**src/rtl/led_pkg.sv**
```systemverilog
// led_pkg: shared types and constants for the LED phase sequencer.
//   state_e     - sequencer state, 2 bits (IDLE=0, RED=1, BLUE=2, GREEN=3)
//   LED_*       - active-low RGB drive patterns for each colour
//   led_decode  - state to LED pattern (IDLE shows RED)
//   next_colour - colour order RED -> BLUE -> GREEN -> RED
package led_pkg;

  typedef enum logic [1:0] {
    ST_IDLE  = 2'd0,
    ST_RED   = 2'd1,
    ST_BLUE  = 2'd2,
    ST_GREEN = 2'd3
  } state_e;

  localparam logic [2:0] LED_RED   = 3'b110;
  localparam logic [2:0] LED_BLUE  = 3'b011;
  localparam logic [2:0] LED_GREEN = 3'b101;

  function automatic logic [2:0] led_decode(input state_e s);
    logic [2:0] l;
    l = LED_RED;
    case (s)
      ST_BLUE:  l = LED_BLUE;
      ST_GREEN: l = LED_GREEN;
      default:  l = LED_RED;
    endcase
    return l;
  endfunction

  function automatic state_e next_colour(input state_e s);
    state_e n;
    n = ST_RED;
    case (s)
      ST_RED:  n = ST_BLUE;
      ST_BLUE: n = ST_GREEN;
      default: n = ST_RED;
    endcase
    return n;
  endfunction

endpackage

```
**src/rtl/btn_debounce.sv**
```systemverilog
// btn_debounce: synchronises and debounces one raw active-low button and
// turns each accepted press into a single-cycle event.
//   clk    - clock
//   rst_n  - asynchronous active-low reset
//   btn_n  - raw button, active-low, asynchronous to clk
//   press  - one-cycle pulse in the first cycle the debounced level reads 0
module btn_debounce #(
  parameter int DEBOUNCE_TICKS = 270_000,
  parameter int CNT_W          = 32
) (
  input  logic clk,
  input  logic rst_n,
  input  logic btn_n,
  output logic press
);

  localparam logic [CNT_W-1:0] DB_MAX = CNT_W'(DEBOUNCE_TICKS - 1);

  logic             sync1_q, sync1_d;
  logic             sync2_q, sync2_d;
  logic             stable_q, stable_d;
  logic             stable_dly_q, stable_dly_d;
  logic [CNT_W-1:0] cnt_q, cnt_d;

  always_comb begin
    sync1_d      = btn_n;
    sync2_d      = sync1_q;
    stable_dly_d = stable_q;
    stable_d     = stable_q;
    cnt_d        = cnt_q;
    // The counter measures how long the synchronised level has disagreed
    // with the accepted level; any agreement restarts the measurement.
    if (sync2_q == stable_q) begin
      cnt_d = '0;
    end else if (cnt_q == DB_MAX) begin
      stable_d = sync2_q;
      cnt_d    = '0;
    end else begin
      cnt_d = cnt_q + CNT_W'(1);
    end
  end

  always_ff @(posedge clk or negedge rst_n) begin
    if (!rst_n) begin
      sync1_q      <= 1'b1;
      sync2_q      <= 1'b1;
      stable_q     <= 1'b1;
      stable_dly_q <= 1'b1;
      cnt_q        <= '0;
    end else begin
      sync1_q      <= sync1_d;
      sync2_q      <= sync2_d;
      stable_q     <= stable_d;
      stable_dly_q <= stable_dly_d;
      cnt_q        <= cnt_d;
    end
  end

  // Falling edge of the accepted level only; release produces nothing.
  assign press = stable_dly_q & ~stable_q;

endmodule

```
**src/rtl/led_phase_sequencer.sv**
```systemverilog
// led_phase_sequencer: steps the RGB LED through RED -> BLUE -> GREEN phases
// of PHASE_TICKS cycles each, controlled by debounced start/stop buttons.
//   clk         - clock
//   rst_n       - asynchronous active-low reset
//   btn_start_n - raw start button (active-low, asynchronous)
//   btn_stop_n  - raw stop button (active-low, asynchronous)
//   hold        - synchronous freeze of phase counter and state
//   led         - active-low colour drive
//   phase       - current state encoding (IDLE=0, RED=1, BLUE=2, GREEN=3)
//   busy        - high in any state other than IDLE
//   cycle_done  - one-cycle pulse on the GREEN -> RED wrap
module led_phase_sequencer
  import led_pkg::*;
#(
  parameter int PHASE_TICKS    = 30_000_000,
  parameter int DEBOUNCE_TICKS = 270_000,
  parameter int CNT_W          = 32
) (
  input  logic       clk,
  input  logic       rst_n,
  input  logic       btn_start_n,
  input  logic       btn_stop_n,
  input  logic       hold,
  output logic [2:0] led,
  output logic [1:0] phase,
  output logic       busy,
  output logic       cycle_done
);

  localparam logic [CNT_W-1:0] PHASE_MAX = CNT_W'(PHASE_TICKS - 1);

  logic start_press;
  logic stop_press;

  state_e           state_q, state_d;
  logic [CNT_W-1:0] cnt_q, cnt_d;
  logic             cycle_done_q, cycle_done_d;

  btn_debounce #(
    .DEBOUNCE_TICKS (DEBOUNCE_TICKS),
    .CNT_W          (CNT_W)
  ) u_start_db (
    .clk   (clk),
    .rst_n (rst_n),
    .btn_n (btn_start_n),
    .press (start_press)
  );

  btn_debounce #(
    .DEBOUNCE_TICKS (DEBOUNCE_TICKS),
    .CNT_W          (CNT_W)
  ) u_stop_db (
    .clk   (clk),
    .rst_n (rst_n),
    .btn_n (btn_stop_n),
    .press (stop_press)
  );

  always_comb begin
    state_d      = state_q;
    cnt_d        = cnt_q;
    cycle_done_d = 1'b0;
    // Button events override hold so the sequence can always be stopped or
    // restarted; a start entry to RED is not a completed cycle.
    if (stop_press) begin
      state_d = ST_IDLE;
      cnt_d   = '0;
    end else if (start_press) begin
      state_d = ST_RED;
      cnt_d   = '0;
    end else if (!hold && state_q != ST_IDLE) begin
      if (cnt_q == PHASE_MAX) begin
        state_d      = next_colour(state_q);
        cnt_d        = '0;
        cycle_done_d = (state_q == ST_GREEN);
      end else begin
        cnt_d = cnt_q + CNT_W'(1);
      end
    end
  end

  always_ff @(posedge clk or negedge rst_n) begin
    if (!rst_n) begin
      state_q      <= ST_IDLE;
      cnt_q        <= '0;
      cycle_done_q <= 1'b0;
    end else begin
      state_q      <= state_d;
      cnt_q        <= cnt_d;
      cycle_done_q <= cycle_done_d;
    end
  end

  assign led        = led_decode(state_q);
  assign phase      = state_q;
  assign busy       = (state_q != ST_IDLE);
  assign cycle_done = cycle_done_q;

endmodule

```
**config.mk**
```make
export PLATFORM = sky130hd
export DESIGN_NAME = led_phase_sequencer
export DESIGN_NICKNAME = d
export VERILOG_FILES = /design/src/rtl/led_pkg.sv /design/src/rtl/btn_debounce.sv /design/src/rtl/led_phase_sequencer.sv
export SDC_FILE = /design/constraint.sdc
export NUM_CORES = 1
export LEC_CHECK = 0
export CORE_MARGIN = 3
export CORE_UTILIZATION = 32
export DETAILED_ROUTE_END_ITERATION = 6
export PLACE_DENSITY = 0.52
export SYNTH_ARGS = -nofsm -noshare
export SYNTH_HDL_FRONTEND = slang
export SYNTH_SLANG_ARGS = --single-unit
export TNS_END_PERCENT = 30
```
**constraint.sdc**
```tcl
create_clock -name clk -period 3.4 [get_ports clk]
set_input_delay 0.68 -clock clk [delete_from_list [all_inputs] [get_ports clk]]
set_output_delay 0.68 -clock clk [all_outputs]
set_load 0.03 [all_outputs]
```
Word level (Yosys, flattened, before mapping)
Index checks and enable logic that the tools add are counted.

storage, ports and cells
  register bits after elaboration = 107
  bits of input ports = 5
  output and inout bits = 7
  word-level logic and storage cells = 56

cells by class
  add/sub/neg operators = 3
  equality and inequality tests = 8
  mux-type cells = 18
  bitwise operators = 6
  reduce and logical (&&, ||, !) cells = 8

operators with widths
  cell                                                               number
  32-bit two-way mux                                                 8
  32-bit by 1-bit adder with 32-bit output, second input constant    3
  32-bit by 19-bit == test with 1-bit output, second input constant  2
  32-bit by 25-bit == test with 1-bit output, second input constant  1
  2-bit two-way mux                                                  4
  3-bit one-hot mux with 2 select lines                              1
  2-bit AND reduction                                                3
  3-bit nonzero test                                                 2
  2-bit == test, second input constant                               2
  1-bit two-way mux                                                  4
  1-bit inverter                                                     4
  2-bit one-hot mux with 2 select lines                              1
  1-bit AND                                                          2
  1-bit == test                                                      2
  2-bit by 1-bit == test with 1-bit output, second input constant    1
  2-bit nonzero test                                                 1
  1-bit logical AND                                                  1
  1-bit zero test                                                    1

Logic depth before layout (Yosys ltp)
  depth in word-level cells = 6
  depth in mapped cells = 8
  mapped depth without buffers = 7

By module
Synthesis repeated with hierarchy kept, for this count alone.

unflattened totals
  cell total of the unflattened synthesis = 621
  area, all modules = 6043.3 µm²

modules (own cells, without submodules)
  module               times used  cells an instance  area an instance (µm²)  seq. area each (µm²)
  btn_debounce         2           207                2043.2                  905.9
  led_phase_sequencer  1           207                1956.9                  875.8

Least setup slack after synthesis
Ideal clock, no wire load.

  path kind = flip-flop to flip-flop
  from = reg state_q[0], in the netlist phase[0]
  to = reg cnt_q[27]
  setup time = 0.119 ns
  arrival = 2.064 ns
  data required time = 3.281 ns
  path slack = 1.218 ns
  cell stages (with the launch flop) = 9
  path buffers = 1
  clock period less this slack = 2.182 ns
  path through = dfrtp_1 inv_1 ha_1 nor2_1 o311ai_1 clkbuf_1 nor4_1 xnor2_1 nor2_1

between the ends
  cells in the longest elaborated chain, start to end = 3

ends and longest elaborated chain
  what                                 RTL line                   source
  start, declared                      led_phase_sequencer.sv:35  state_e state_q, state_d;
  start signal, assigned               led_phase_sequencer.sv:88  state_q <= state_d;
  2-bit nonzero test                   led_phase_sequencer.sv:71  end else if (!hold && state_q != ST_IDLE) begin
  1-bit logical AND                    led_phase_sequencer.sv:71
  3-bit nonzero test (no source line)  -
  end signal, assigned                 led_phase_sequencer.sv:89  cnt_q <= cnt_d;
  end, declared                        led_phase_sequencer.sv:36  logic [CNT_W-1:0] cnt_q, cnt_d;

Every way passes these cells.
A chain may end at the register's enable or synchronous reset.

Final worst setup path
  from = reg state_q[0], in the netlist phase[0]
  to = out led[0]

between the ends
  cells in the longest elaborated chain, start to end = 2
  elaborated cells on any way between the ends = 3
  classes of those cells = eq/ne (2); mux (1)

ends and longest elaborated chain
  what                                     RTL line                   source
  2-bit == test                            led_pkg.sv:22              case (s)
  3-bit one-hot mux with 2 select lines *  led_pkg.sv:22
  end, declared                            led_phase_sequencer.sv:24  output logic [2:0] led,

Mark *: on every way between the ends. The rest lies on a longest branch, timed or not.

==> reports/qor.csv <==
stage;metric;value;unit
yosys;synth_ff_type;dfrtp_1;
power;p_leak;2.47;nW
yosys;async_flop_share;100;%
worst_setup_path;rrSetupSlack;1.05;ns
clock_tree;insertion_delay;0.35;ns
sta;setup_viol;0;
sta;worstMarginPinSlew;0.729;ns
cells_and_area;syn2layout_area_growth;11.7;%
worst_setup_path;cp-end-kind;output pin;
clock_tree;cts-root-buf;clkbuf_16;
yosys;postSynthCellCount;565;
power;seqPwrFrac;54.8;%
sta;slew_headroom;51.0;%
grt;grt_pass1_wl;18800;µm
clock_tree;htree_levels;3;
yosys;yosysTopAreaCell;dfrtp_1;
route;drt_pass1_iterations;4;
sta;fmax;382;MHz
grt;gr-total-overflow;0;
power;pwr-share-clk;40.2;%
yosys;synth_seq_cells;107;
route;drtAntennaViolNets;0;
clock_tree;hold_buffers;0;
power;sw_frac_of_total;24.4;%
worst_setup_path;critPathLaunchType;flop;
yosys;synth-edff-count;0;
sta;min_period;2.62;ns
route;drc;0;
route;routed_wirelength;10900;µm
grt;grt_max_degree;72;
floorplanning;rows;47;
clock_tree;post_cts_buffers;0;
yosys;synth_area_leaders;dfrtp_1 (46%), xnor2_1 (8.1%), nor2_1 (7.8%);
power;p_per_area;409;nW/µm²
grt;grt_pass1_vias;3993;
route;routed_via_density;4.95;
floorplanning;dieWidth;136;µm
cells_and_area;finalNonFillerCells;800;
place;io_buffers;11;
cells_and_area;drive_gt1_share;7.76;%
place;hpwlAfterDp;7410;µm
yosys;synth_top_area_share;45.6;%
grt;antenna_found_initial;0;
cells_and_area;regArea;2690;µm²
floorplanning;die_h;136;µm
yosys;syn_area;5430;µm²
yosys;ys_warn_count;0;
sta;finClkSkew;0.00726;ns
worst_setup_path;crit_type;flop to output pin;
place;place.gp.congestion;0.810;
clock_tree;clkTransAtPathRegs;0.07;ns
floorplanning;io_pins;12;
cells_and_area;final_nets;589;
route;vias;3959;
run_status;status;finished clean;
floorplanning;die-area;18600;µm²
route;drt_iter0_drc;209;
power;p_switching;0.605;mW
yosys;ys_types;40;
job;cap_violations;0;
sta;finalHoldViolCount;0;
worst_setup_path;critPathArrivalTime;1.94;ns
worst_setup_path;critPathRequiredTime;2.72;ns
yosys;yosysSeqAreaShare;49.5;%
sta;fin_tns_setup;0;ns
sta;holdWs;0.295;ns
yosys;synth_fp_nets;579;
cells_and_area;fillerInstances;1705;
place;placed_area;5790;µm²
yosys;synth_top_cells_by_count;nor2_1 (113), dfrtp_1 (99), xnor2_1 (50);
clock_tree;cts_tree;done;
sta;period_share;77.1;%
floorplanning;start_util;32.8;%
power;ir_drop;0.260;mV
worst_setup_path;reg2reg_from;u_start_db.cnt_q[0];
clock_tree;cts_buffers;9;
clock_tree;clock_sinks;107;
worst_setup_path;crit_path_start;phase[0];
power;p_comb_share;5.0;%
hold_path;hold_path_class;primary input to asynchronous set/reset pin;
sta;report.final.slew_viol_count;0;
clock_tree;ctsResizeCount;0;
worst_setup_path;worstPathMaxFanout;5;
clock_tree;ctsLongestPathBuffers;2;
yosys;avgSynthCellArea;9.62;µm²
cells_and_area;n_antenna_cell;0;
cells_and_area;stdcell_area;6070;µm²
floorplanning;core_area;16600;µm²
route;avgRoutedWirePerCell;13.6;µm
sta;rsz0062_at_grt;no;
place;dp_cells;784;
power;internal_power;1.88;mW
cells_and_area;multi_input_area;2600;µm²
grt;grt.total_usage;12.6;%
yosys;synth_most_common_cell;nor2_1;
final timing paths:
| path | end | cells past startpoint |
|---|---|---|
| max in group asynchronous | u_stop_db.sync2_q | 2 |
| worst min-delay path | phase[1] | 1 |
| worst max-delay path | led[0] | 4 |
| worst min register to register | u_start_db.sync2_q | 0 |
| min in group clk | u_start_db.sync2_q | 0 |
| worst max register to register | u_start_db.cnt_q[18] | 6 |
per-stage QoR:
| step | util (%) | setup WS, ns | power, mW |
|---|---|---|---|
| 3_5_place_dp | 34.9 | 0.915 | 1.51 |
| 6_report | 36.6 | 0.780 | 2.48 |
| 2_1_floorplan | - | 1.22 | 1.45 |
| 4_1_cts | 36.6 | 0.736 | 2.53 |
| 3_3_place_gp | 34.9 | 0.916 | 1.51 |
| 5_1_grt | 36.6 | 0.679 | 2.60 |
cell type report:
cell class | count | area share [%]
Sequential cell | 107 | 44.3
Multi-Input combinational cell | 424 | 42.8
Tap cell | 220 | 4.54
Clock buffer | 11 | 4.00
Timing Repair Buffer | 17 | 2.72
Inverter | 16 | 0.990
Clock inverter | 5 | 0.619
metal layers:
| metal | track usage [%] | up-vias | part of all wire, % |
|---|---|---|---|
| met5 | 0 | - | 0 |
| met4 | 4.93 | 0 | 1.7 |
| met3 | 3.03 | 15 | 3.3 |
| met2 | 20.3 | 56 | 47 |
| met1 | 16.3 | 1930 | 48 |
| li1 | - | 1958 | - |
sequential cells by signal, summed over array words and instances, names as in the netlist:
register	count
u_stop_db.sync1_q	1
u_stop_db.stable_dly_q	1
u_start_db.cnt_q	32
u_start_db.stable_dly_d	1
cycle_done	1
u_stop_db.sync2_q	1
cnt_q	32
u_stop_db.cnt_q	32
phase	2
u_start_db.sync2_q	1
u_start_db.sync1_q	1
u_stop_db.stable_dly_d	1
u_start_db.stable_dly_q	1
logic make-up (layout without fill, tap and decap cells):
logic type	count (synthesis)	count (layout)	share of synthesized area (%)
fa+ha+maj	9	9	2.07
flops	107	107	49.5
buf+inv	34	49	2.86
xor+xnor	88	88	14.2
mux	5	5	0.967
simple gates	309	309	28.9
compound gates	13	13	1.61
power groups by stage:
| stage | registers [mW] | clock network, mW | logic, mW |
|---|---|---|---|
| final | 1.36 | 0.998 | 0.124 |
| after global routing | 1.37 | 1.09 | 0.145 |
| after CTS | 1.36 | 1.05 | 0.129 |
| after detailed placement | 1.38 | 0 | 0.129 |
| after global placement | 1.38 | 0 | 0.126 |
| after floorplan | 1.37 | 0 | 0.0797 |
cells in the final DEF, fill, tap and decap left out, types with 3 or more instances in the layout:
| cell type | instances |
|---|---|
| a21oi_1 | 5 |
| dfrtp_1 | 99 |
| nand3_1 | 40 |
| and3_1 | 13 |
| buf_4 | 6 |
| clkbuf_16 | 9 |
| nor3_1 | 25 |
| nand4_1 | 29 |
| nor4b_1 | 6 |
| nor4_1 | 19 |
| nand2_1 | 31 |
| clkdlybuf4s50_1 | 10 |
| o21ai_0 | 3 |
| mux2i_1 | 3 |
| ha_1 | 9 |
| or2_2 | 6 |
| inv_1 | 16 |
| nor2_1 | 113 |
| xor2_1 | 38 |
| dfstp_2 | 8 |
| and4_1 | 12 |
| xnor2_1 | 50 |
| or3_1 | 3 |
worst max-delay path, stage by stage, from the launching register on:
cell             delay (ns)
dfrtp_1                0.42
inv_1                  0.11
ha_1                   0.20
or2_2                  0.26
clkdlybuf4s50_1        0.60
Note: power is estimated with default switching activity, not from simulation.
